===== config.mk =====
export PLATFORM = sky130hd
export DESIGN_NAME = sensor_seq_gen_flat
export DESIGN_NICKNAME = d
export VERILOG_FILES = /design/src/rtl/sensor_seq_gen_if.sv /design/src/rtl/sensor_seq_gen.sv /design/src/flat_wrapper.sv
export SDC_FILE = /design/constraint.sdc
export NUM_CORES = 1
export LEC_CHECK = 0
export ABC_AREA = 1
export CAP_MARGIN = 20
export CORE_AREA = 3 3 40 42
export CTS_CLUSTER_DIAMETER = 60
export CTS_CLUSTER_SIZE = 30
export DETAILED_ROUTE_END_ITERATION = 8
export DIE_AREA = 0 0 43 45
export DONT_BUFFER_PORTS = 1
export GPL_ROUTABILITY_DRIVEN = 1
export PLACE_DENSITY = 0.65
export SLEW_MARGIN = 10
export SYNTH_ARGS = -nofsm -noshare
export SYNTH_HDL_FRONTEND = slang
export SYNTH_SLANG_ARGS = --single-unit
export TNS_END_PERCENT = 1

===== constraint.sdc =====
create_clock -name clk -period 2.9 [get_ports clk]
set_input_delay 0.29 -clock clk [delete_from_list [all_inputs] [get_ports clk]]
set_output_delay 0.29 -clock clk [all_outputs]
set_load 0.01 [all_outputs]

===== src/rtl/sensor_seq_gen_if.sv =====
// Command/sensor bus between a command source (master) and sensor_seq_gen (slave).
// SEQ_ABORT_EN adds the abort strobe and the aborted completion pulse.
interface sensor_seq_gen_if;
  logic       start;
  logic       dir;
  logic [1:0] sensor;
  logic       ready;
  logic       busy;
  logic       done_in;
  logic       done_out;
`ifdef SEQ_ABORT_EN
  logic       abort;
  logic       aborted;
`endif

  modport master (
    output start,
    output dir,
`ifdef SEQ_ABORT_EN
    output abort,
    input  aborted,
`endif
    input  sensor,
    input  ready,
    input  busy,
    input  done_in,
    input  done_out
  );

  modport slave (
    input  start,
    input  dir,
`ifdef SEQ_ABORT_EN
    input  abort,
    output aborted,
`endif
    output sensor,
    output ready,
    output busy,
    output done_in,
    output done_out
  );
endinterface


===== src/rtl/sensor_seq_gen.sv =====
// Drives the {a,b} photo-sensor bus through one car passage (entry or exit) per command.
// Optional feature macro: SEQ_ABORT_EN (abort input / aborted pulse).
module sensor_seq_gen #(
  parameter int HOLD_CYCLES = 4,
  parameter int GAP_CYCLES  = 2
) (
  input  logic             clk,
  input  logic             reset,
  sensor_seq_gen_if.slave  seq_if
);

  localparam int MAX_CYCLES = (HOLD_CYCLES > GAP_CYCLES) ? HOLD_CYCLES : GAP_CYCLES;
  localparam int CW         = $clog2(MAX_CYCLES) + 1;
  localparam logic [CW-1:0] HOLD_LOAD = CW'(HOLD_CYCLES - 1);
  localparam logic [CW-1:0] GAP_LOAD  = CW'(GAP_CYCLES - 1);

  typedef enum logic [2:0] {IDLE, PH1, PH2, PH3, GAP} state_e;

  state_e          state_q, state_d;
  logic [CW-1:0]   cnt_q, cnt_d;
  logic            dir_q, dir_d;
  logic [1:0]      sensor_q, sensor_d;
  logic            doneIn_q, doneIn_d;
  logic            doneOut_q, doneOut_d;
  logic            aborted_q, aborted_d;
  logic            abortHit;

  // Entry blocks beam a first, exit blocks beam b first; one bit flips per boundary.
  function automatic logic [1:0] phasePattern(input state_e s, input logic entry);
    case (s)
      PH1:     phasePattern = entry ? 2'b10 : 2'b01;
      PH2:     phasePattern = 2'b11;
      PH3:     phasePattern = entry ? 2'b01 : 2'b10;
      default: phasePattern = 2'b00;
    endcase
  endfunction

  always_ff @(posedge clk or posedge reset) begin
    if (reset) begin
      state_q   <= IDLE;
      cnt_q     <= '0;
      dir_q     <= 1'b0;
      sensor_q  <= 2'b00;
      doneIn_q  <= 1'b0;
      doneOut_q <= 1'b0;
      aborted_q <= 1'b0;
    end else begin
      state_q   <= state_d;
      cnt_q     <= cnt_d;
      dir_q     <= dir_d;
      sensor_q  <= sensor_d;
      doneIn_q  <= doneIn_d;
      doneOut_q <= doneOut_d;
      aborted_q <= aborted_d;
    end
  end

  // The counter holds cycles remaining minus one; zero marks the last cycle of a state.
  always_comb begin
    state_d  = state_q;
    cnt_d    = cnt_q;
    dir_d    = dir_q;
    abortHit = 1'b0;
    case (state_q)
      IDLE: begin
        if (seq_if.start) begin
          state_d = PH1;
          cnt_d   = HOLD_LOAD;
          dir_d   = seq_if.dir;
        end
      end
      PH1, PH2, PH3: begin
`ifdef SEQ_ABORT_EN
        if (seq_if.abort) begin
          state_d  = GAP;
          cnt_d    = GAP_LOAD;
          abortHit = 1'b1;
        end else
`endif
        if (cnt_q == '0) begin
          case (state_q)
            PH1:     begin state_d = PH2; cnt_d = HOLD_LOAD; end
            PH2:     begin state_d = PH3; cnt_d = HOLD_LOAD; end
            default: begin state_d = GAP; cnt_d = GAP_LOAD;  end
          endcase
        end else begin
          cnt_d = cnt_q - 1'b1;
        end
      end
      GAP: begin
        if (cnt_q == '0) begin
          state_d = IDLE;
          cnt_d   = '0;
        end else begin
          cnt_d = cnt_q - 1'b1;
        end
      end
      default: begin
        state_d = IDLE;
        cnt_d   = '0;
      end
    endcase

    sensor_d  = phasePattern(state_d, dir_d);
    doneIn_d  = (state_q == PH3) && (state_d == GAP) && !abortHit && dir_q;
    doneOut_d = (state_q == PH3) && (state_d == GAP) && !abortHit && !dir_q;
    aborted_d = abortHit;
  end

  assign seq_if.sensor   = sensor_q;
  assign seq_if.ready    = (state_q == IDLE);
  assign seq_if.busy     = (state_q != IDLE);
  assign seq_if.done_in  = doneIn_q;
  assign seq_if.done_out = doneOut_q;
`ifdef SEQ_ABORT_EN
  assign seq_if.aborted  = aborted_q;
`else
  logic unusedAborted;
  assign unusedAborted = aborted_q;
`endif

endmodule


===== src/flat_wrapper.sv =====
// flat-port wrapper written by rule: the top's interface ports become plain ports
module sensor_seq_gen_flat 
#(
  parameter int HOLD_CYCLES = 4,
  parameter int GAP_CYCLES  = 2
)
  (clk, reset, seq_if_start, seq_if_dir, seq_if_sensor, seq_if_ready, seq_if_busy, seq_if_done_in, seq_if_done_out);
  sensor_seq_gen_if seq_if_i ();
  input  logic clk;
  input  logic reset;
  input wire logic [$bits(seq_if_i.start)-1:0] seq_if_start;
  input wire logic [$bits(seq_if_i.dir)-1:0] seq_if_dir;
  output wire logic [$bits(seq_if_i.sensor)-1:0] seq_if_sensor;
  output wire logic [$bits(seq_if_i.ready)-1:0] seq_if_ready;
  output wire logic [$bits(seq_if_i.busy)-1:0] seq_if_busy;
  output wire logic [$bits(seq_if_i.done_in)-1:0] seq_if_done_in;
  output wire logic [$bits(seq_if_i.done_out)-1:0] seq_if_done_out;
  assign seq_if_i.start = seq_if_start;
  assign seq_if_i.dir = seq_if_dir;
  assign seq_if_sensor = seq_if_i.sensor;
  assign seq_if_ready = seq_if_i.ready;
  assign seq_if_busy = seq_if_i.busy;
  assign seq_if_done_in = seq_if_i.done_in;
  assign seq_if_done_out = seq_if_i.done_out;
  sensor_seq_gen #(.HOLD_CYCLES(HOLD_CYCLES), .GAP_CYCLES(GAP_CYCLES)) u_core (.clk(clk), .reset(reset), .seq_if(seq_if_i));
endmodule

==> out/qor.csv, run 1 <==
metric,value,unit
outcome,"finished, final reports clean",
setup_viol,0,
drt-total-wl,1260,um
grt_max_degree,12,
met3_wirelength,65,um
clock.fmax,0.707,GHz
p_seq_share,34.6,%
drtPass1Iterations,4,
worst_relative_slew_slack,70.8,%
pre_cts_slack,1.49,ns
power.switching,0.412,mW
critical_path.most_common_cell,sky130_fd_sc_hd__inv_1,
clock-sinks,11,
root_buffer,sky130_fd_sc_hd__clkbuf_4,
post_drt_wl_per_cell,12.4,um
postLayoutSetupSlackWorst,1.49,ns
route.detailed.vias_per_inst,5.24,
power_density_normalized_to_cell_area,1190,mW/mm^2
remaining_drc_errors,0,
netSwitchingFraction,49.2,%
wl_met1,571,um
min_period_over_period,48.8,%
cp.arrival,1.58,ns
routabilityCongestion,0.848,
area_growth_syn_to_layout,8.51,%
initial_core_util,50.3,%
synth.ff_latch_count,11,
synth.yosys.warnings,0,
post_syn_area_per_cell,7.99,sq um
comb_power_share,52.8,%
worst_clock_skew,0.00258,ns
number_of_antenna_violations_at_the_first_check_in_global_routing,0,
met2_layer_wire_length_in_the_routed_design,593,um
place.port_buffers,0,
layout_min_cycle_time,1.41,ns
syn_nets,87,
drt_iter0_drc,15,
syn_inst,81,
max_slew.worst_pin.slew,0.437,ns
totalNegativeSetupSlack,0,ns
sequential_to_total_area_share_from_yosys_stat,42.6,%
number_of_buffers_inserted_during_clock_tree_synthesis,3,
grt_overflow_total,0,
globalRouteTotalUtil,16.3,%
io_pins,10,
max-vdd-ir-drop,0.450,mV
grt_pass1_vias,523,
min_delay_path_class,primary input to flop,
cp-start-kind,flop,
antennaDiodeCount,0,
chipWidth,43,um
num-fill-cells,122,
critical_path.max_stage_delay,0.37,ns
crit_path_cell_trace,inv_1 -> ha_1 -> inv_1 -> nor2_4 -> nand3_1 -> nand3_2 -> inv_2 -> o21ai_1 -> nand2_1,
clock_power_share,12.6,%
max-cap-violations,0,
timing.critical_path.slowest_stage_cell,sky130_fd_sc_hd__dfrtp_1,
crit_path_max_fanout,6,
setup_repair_after_global_routing_missed_its_margin,false,
cts_max_level,1,
worstSkewPairLatency,0.27,ns
die_h,45,um
finish.net_count,93,
timing.setup.critical_path_class,flop to flop,
clock_tree_from_tritoncts,done,
num_rows,13,
cts.reportedPaths.clkPinSlew,0.07,ns
total_leakage_power,0.370,nW
ys_types,18,
design.die.area,0.00194,sq mm
final_max_slew_viol_count,0,
hold_violations,0,
final_layout_size_suffix_gt1_share,25.6,%
power_report.internal_total,0.425,mW
coreArea,0.00128,sq mm
detailed_place_hpwl,957,um
route.top_layer_used,met4,
global_route_wire_length_before_repair,2230,um
detail-route-antenna-nets,0,
crit_path_end_kind,flop,
post-cts-setup-buffers,0,
cts.path.max_buffers,2,
post_synthesis_cell_area,647,sq um
via_count,529,
critPathRequiredTime,3.06,ns
per-layer routing:
layer	track usage [%]	vias up
li1	-	264
met1	19.5	245
met2	25.7	16
met3	4.38	4
met4	10.8	0
met5	0	-
power by group through the flow:
stage | Combinational [mW] | Sequential [mW] | Clock [mW]
2_1_floorplan | 0.371 | 0.277 | 0
3_3_place_gp | 0.426 | 0.292 | 0
3_5_place_dp | 0.441 | 0.292 | 0
4_1_cts | 0.444 | 0.290 | 0.110
5_1_grt | 0.507 | 0.297 | 0.116
6_report | 0.442 | 0.289 | 0.106
cell families (layout without fill, tap and decap cells):
logic type,after synthesis,count (layout),synth area share (%)
DFF,11,11,42.6
AOI/OAI and AO/OA,9,9,8.12
and+or+nand+nor,44,44,36.7
buffers and inverters,15,20,8.70
adders and majority gates,2,2,3.87
worst max-delay path: cells and delay by family (launching register included):
family | cells | cell delay (ns)
flip-flops | 1 | 0.37
AND/OR/NAND/NOR | 4 | 0.45
adder cells (fa/ha/maj) | 1 | 0.20
buffers and inverters | 3 | 0.22
AO/OA/AOI/OAI | 1 | 0.06
cell usage after synthesis, drive strengths merged:
master,count,area [sq um]
o21ai,7,38.8
nand4,2,12.5
nand3,8,45.0
inv,15,56.3
nand2,24,115
nor2,10,65.1
dfrtp,11,275
o32ai,1,8.76
ha,2,25.0
a21oi,1,5.00
path summary, 6_finish.rpt:
kind	start	to	slack [ns]	cells after the start
setup / recovery	u_core.cnt_q[0]	u_core.seq_if.sensor[1]	1.49	9
hold / removal	seq_if_start	u_core.cnt_q[2]	0.12	1
setup reg to reg	u_core.cnt_q[0]	u_core.seq_if.sensor[1]	1.49	9
hold reg to reg	u_core.cnt_q[1]	u_core.cnt_q[1]	0.52	2
max in group asynchronous	reset	u_core.cnt_q[1]	2.14	2
min in group asynchronous	reset	u_core.seq_if.done_out	0.45	2
layout make-up:
type / instances / area (sq um) / area share, %
Timing Repair Buffer: 1 / 10.0 / 1.43
Multi-Input combinational cell: 55 / 315 / 44.9
Clock buffer: 4 / 26.3 / 3.74
Sequential cell: 11 / 275 / 39.2
Tap cell: 15 / 18.8 / 2.67
Inverter: 15 / 56.3 / 8.02
flip-flops by register name, indices dropped and copies added, names as in the netlist:
register and count:
u_core.cnt_q 3, u_core.state_q 3, u_core.seq_if.sensor 2, u_core.dir_q 1, u_core.seq_if.done_in 1, u_core.seq_if.done_out 1
placed cells by master, fill, tap and decap left out:
cell / netlist / layout
sky130_fd_sc_hd__nand2_1: 18 / 18
sky130_fd_sc_hd__dfrtp_1: 11 / 11
sky130_fd_sc_hd__inv_1: 9 / 9
sky130_fd_sc_hd__nand3_1: 7 / 7
sky130_fd_sc_hd__inv_2: 6 / 6
sky130_fd_sc_hd__nor2_1: 5 / 5
sky130_fd_sc_hd__nand2_2: 4 / 4
sky130_fd_sc_hd__o21ai_0: 4 / 4
sky130_fd_sc_hd__nor2_4: 3 / 3
sky130_fd_sc_hd__clkbuf_4: 0 / 3
sky130_fd_sc_hd__nor2_2: 2 / 2
sky130_fd_sc_hd__nand4_1: 2 / 2
sky130_fd_sc_hd__nand2_4: 2 / 2
sky130_fd_sc_hd__o21ai_1: 2 / 2
sky130_fd_sc_hd__ha_1: 2 / 2
sky130_fd_sc_hd__o32ai_1: 1 / 1
sky130_fd_sc_hd__nand3_2: 1 / 1
sky130_fd_sc_hd__o21ai_2: 1 / 1
sky130_fd_sc_hd__a21oi_1: 1 / 1
sky130_fd_sc_hd__clkbuf_1: 0 / 1
sky130_fd_sc_hd__dlygate4sd3_1: 0 / 1
through the flow:
stage	cell area, sq um	utilization [%]	instances	hold WS (ns)	power [mW]
detailed placement	666	51.8	96	0.208	0.732
finish	702	54.6	101	0.125	0.837
global route	702	54.6	101	0.123	0.919
floorplan	647	-	81	0.142	0.647
global placement	666	51.8	96	0.199	0.718
CTS	702	54.6	101	0.120	0.843
repair_timing:
item	in CTS	in global routing
resized for setup	0	0
hold buffers	1	0
hold endpoints to repair	11	0
(Power assumes the default switching activity.)
==> inputs of run 2 (changes only) <==
--- a/config.mk
+++ b/config.mk
@@ -14,7 +14,7 @@
 export DIE_AREA = 0 0 43 45
 export DONT_BUFFER_PORTS = 1
 export GPL_ROUTABILITY_DRIVEN = 1
-export PLACE_DENSITY = 0.65
+export PLACE_DENSITY = 0.68
 export SLEW_MARGIN = 10
 export SYNTH_ARGS = -nofsm -noshare
 export SYNTH_HDL_FRONTEND = slang
==> constraint.sdc (replaced) <==
create_clock -name clk -period 1.3 [get_ports clk]
set_input_delay 0.13 -clock clk [delete_from_list [all_inputs] [get_ports clk]]
set_output_delay 0.13 -clock clk [all_outputs]
set_load 0.01 [all_outputs]
==> out/qor.csv, run 2 (same netlist as run 1, synthesis figures left out) <==
metric,value,unit,change
reg2reg_setup_slack,-0.03,ns,was 1.49 ns
cp.arrival,1.49,ns,was 1.58 ns
layout.cells.most_common,sky130_fd_sc_hd__nand2_1,,unchanged
post-place-cells,101,,was 96
max-cap-violations,0,,unchanged
total_leakage_power,0.413,nW,was 0.370 nW
detail-route-antenna-nets,0,,unchanged
place.port_buffers,0,,unchanged
r2r.worst_path.cells,9,,unchanged
num_rows,13,,unchanged
layout_min_cycle_time,1.33,ns,was 1.41 ns
root_buffer,sky130_fd_sc_hd__clkbuf_4,,unchanged
power_density_normalized_to_cell_area,2780,mW/mm^2,was 1190 mW/mm^2
clock_tree_from_tritoncts,done,,unchanged
num-fill-cells,113,,was 122
hold_violations,0,,unchanged
globalRouteTotalUtil,17.6,%,was 16.3%
drt-total-wl,1510,um,was 1260 um
finish.net_count,102,,was 93
die_h,45,um,unchanged
drt_iter0_drc,11,,was 15
cp-start-kind,flop,,unchanged
postLayoutSetupSlackWorst,-0.0268,ns,was 1.49 ns
worstSkewPairLatency,0.28,ns,was 0.27 ns
critical_path.most_common_cell,sky130_fd_sc_hd__nand2_1,,was sky130_fd_sc_hd__inv_1
clock-sinks,11,,unchanged
cts_max_level,1,,unchanged
final_max_slew_viol_count,0,,unchanged
grt_overflow_total,0,,unchanged
io_pins,10,,unchanged
initial_core_util,50.3,%,unchanged
drtPass1Iterations,5,,was 4
whs_path_depth,2,,was 1
crit_path_cell_trace,inv_2 -> ha_4 -> inv_2 -> nor2_4 -> nand3_2 -> nand2_1 -> o21ai_1 -> nand2_1 -> nand2_1,,was inv_1 -> ha_1 -> inv_1 -> nor2_4 -> nand3_1 -> nand3_2 -> inv_2 -> o21ai_1 -> nand2_1
max-vdd-ir-drop,1.27,mV,was 0.450 mV
grt_max_degree,12,,unchanged
pre_cts_slack,-0.0615,ns,was 1.49 ns
worst_clock_skew,0.000427,ns,was 0.00258 ns
remaining_drc_errors,0,,unchanged
final_layout_size_suffix_gt1_share,44.2,%,was 25.6%
grt_pass1_vias,554,,was 523
global_route_wire_length_before_repair,2390,um,was 2230 um
worst_relative_slew_slack,71.5,%,was 70.8%
timing.critical_path.slowest_stage_cell,sky130_fd_sc_hd__dfrtp_1,,unchanged
via_count,597,,was 529
number_of_antenna_violations_at_the_first_check_in_global_routing,0,,unchanged
coreArea,0.00128,sq mm,unchanged
crit_path_max_fanout,4,,was 6
antennaDiodeCount,0,,unchanged
cts.reportedPaths.clkPinSlew,0.07,ns,about the same
routabilityCongestion,0.814,,was 0.848
route.detailed.vias_per_inst,5.43,,was 5.24
design.die.area,0.00194,sq mm,unchanged
clock.fmax,0.754,GHz,was 0.707 GHz
crit_path_end_kind,flop,,unchanged
max_slew.worst_pin.slew,0.426,ns,was 0.437 ns
final_cells,110,,was 101
setup_repair_after_global_routing_missed_its_margin,true,,was false
number_of_buffers_inserted_during_clock_tree_synthesis,3,,unchanged
setup_viol,1,,was 0
layout_common_cells,"17 x sky130_fd_sc_hd__nand2_1, 9 x sky130_fd_sc_hd__inv_2, 9 x sky130_fd_sc_hd__dfrtp_1",,"was 18 x sky130_fd_sc_hd__nand2_1, 11 x sky130_fd_sc_hd__dfrtp_1, 9 x sky130_fd_sc_hd__inv_1"
detailed_place_hpwl,1000,um,was 957 um
area_growth_syn_to_layout,27.3,%,was 8.51%
min_period_over_period,102,%,was 48.8%
min_delay_path_class,primary input to flop,,unchanged
outcome,"complete, but fails checks",,"was finished, final reports clean"
failed_checks,setup timing,,
critical_path.max_stage_delay,0.38,ns,was 0.37 ns
timing.setup.critical_path_class,flop to flop,,unchanged
post_drt_wl_per_cell,13.7,um,was 12.4 um
chipWidth,43,um,unchanged
critPathRequiredTime,1.47,ns,was 3.06 ns
cts.path.max_buffers,2,,unchanged
==> run 2: cell type report <==
class                           instances  area (sq um)  area share [%]
Timing Repair Buffer                   10          80.1            9.73
Tap cell                               15          18.8            2.28
Multi-Input combinational cell         55           362            43.9
Sequential cell                        11           278            33.7
Clock buffer                            4          26.3            3.19
Inverter                               15          58.8            7.14
==> run 2: per-stage QoR <==
stage	setup TNS [ns]	power, mW	hold WS [ns]	cell area (sq um)	util [%]
after floorplan	0	1.44	-0.0176	647	-
after global placement	-0.0658	1.70	0.0376	703	54.7
after detailed placement	-0.158	1.75	0.0393	703	54.7
after CTS	0	2.13	0.0183	790	61.4
after global routing	-0.429	2.49	0.0233	823	64.1
final	-0.0268	2.29	0.0107	823	64.1
==> run 2: power by group <==
group	internal [mW]	switching, mW
clock network	0.119	0.126
registers	0.495	0.162
logic	0.561	0.827
==> run 2: timing repair <==
| item | in CTS | in global routing |
|---|---|---|
| hold buffers | 2 | 0 |
| hold endpoints to repair | 12 | 0 |
| setup buffers | 2 | 1 |
| gates resized for setup | 9 | 7 |
| setup endpoints to repair | 5 | 5 |
| pin swaps | 5 | 5 |
==> run 2: final timing paths <==
kind / to / startpoint
setup / recovery: u_core.cnt_q[1] / u_core.cnt_q[1]
hold / removal: u_core.cnt_q[0] / seq_if_start
setup reg to reg: u_core.cnt_q[1] / u_core.cnt_q[1]
hold reg to reg: u_core.cnt_q[1] / u_core.cnt_q[1]
max in group asynchronous: u_core.state_q[0] / reset
min in group asynchronous: u_core.seq_if.done_out / reset
==> run 2: worst max-delay path: cells and delay by family (launching register included) <==
| kind | cells | cell delay (ns) |
|---|---|---|
| buf+inv | 2 | 0.12 |
| flops | 1 | 0.38 |
| compound gates | 1 | 0.08 |
| fa+ha+maj | 1 | 0.14 |
| simple gates | 5 | 0.49 |
==> run 2: routing by layer <==
layer	vias to the layer above	GRT usage [%]	wire length, um
met1	278	19.7	652
met4	0	10.8	35
met2	30	30.2	725
li1	284	-	-
met5	-	0	0
met3	5	4.38	97
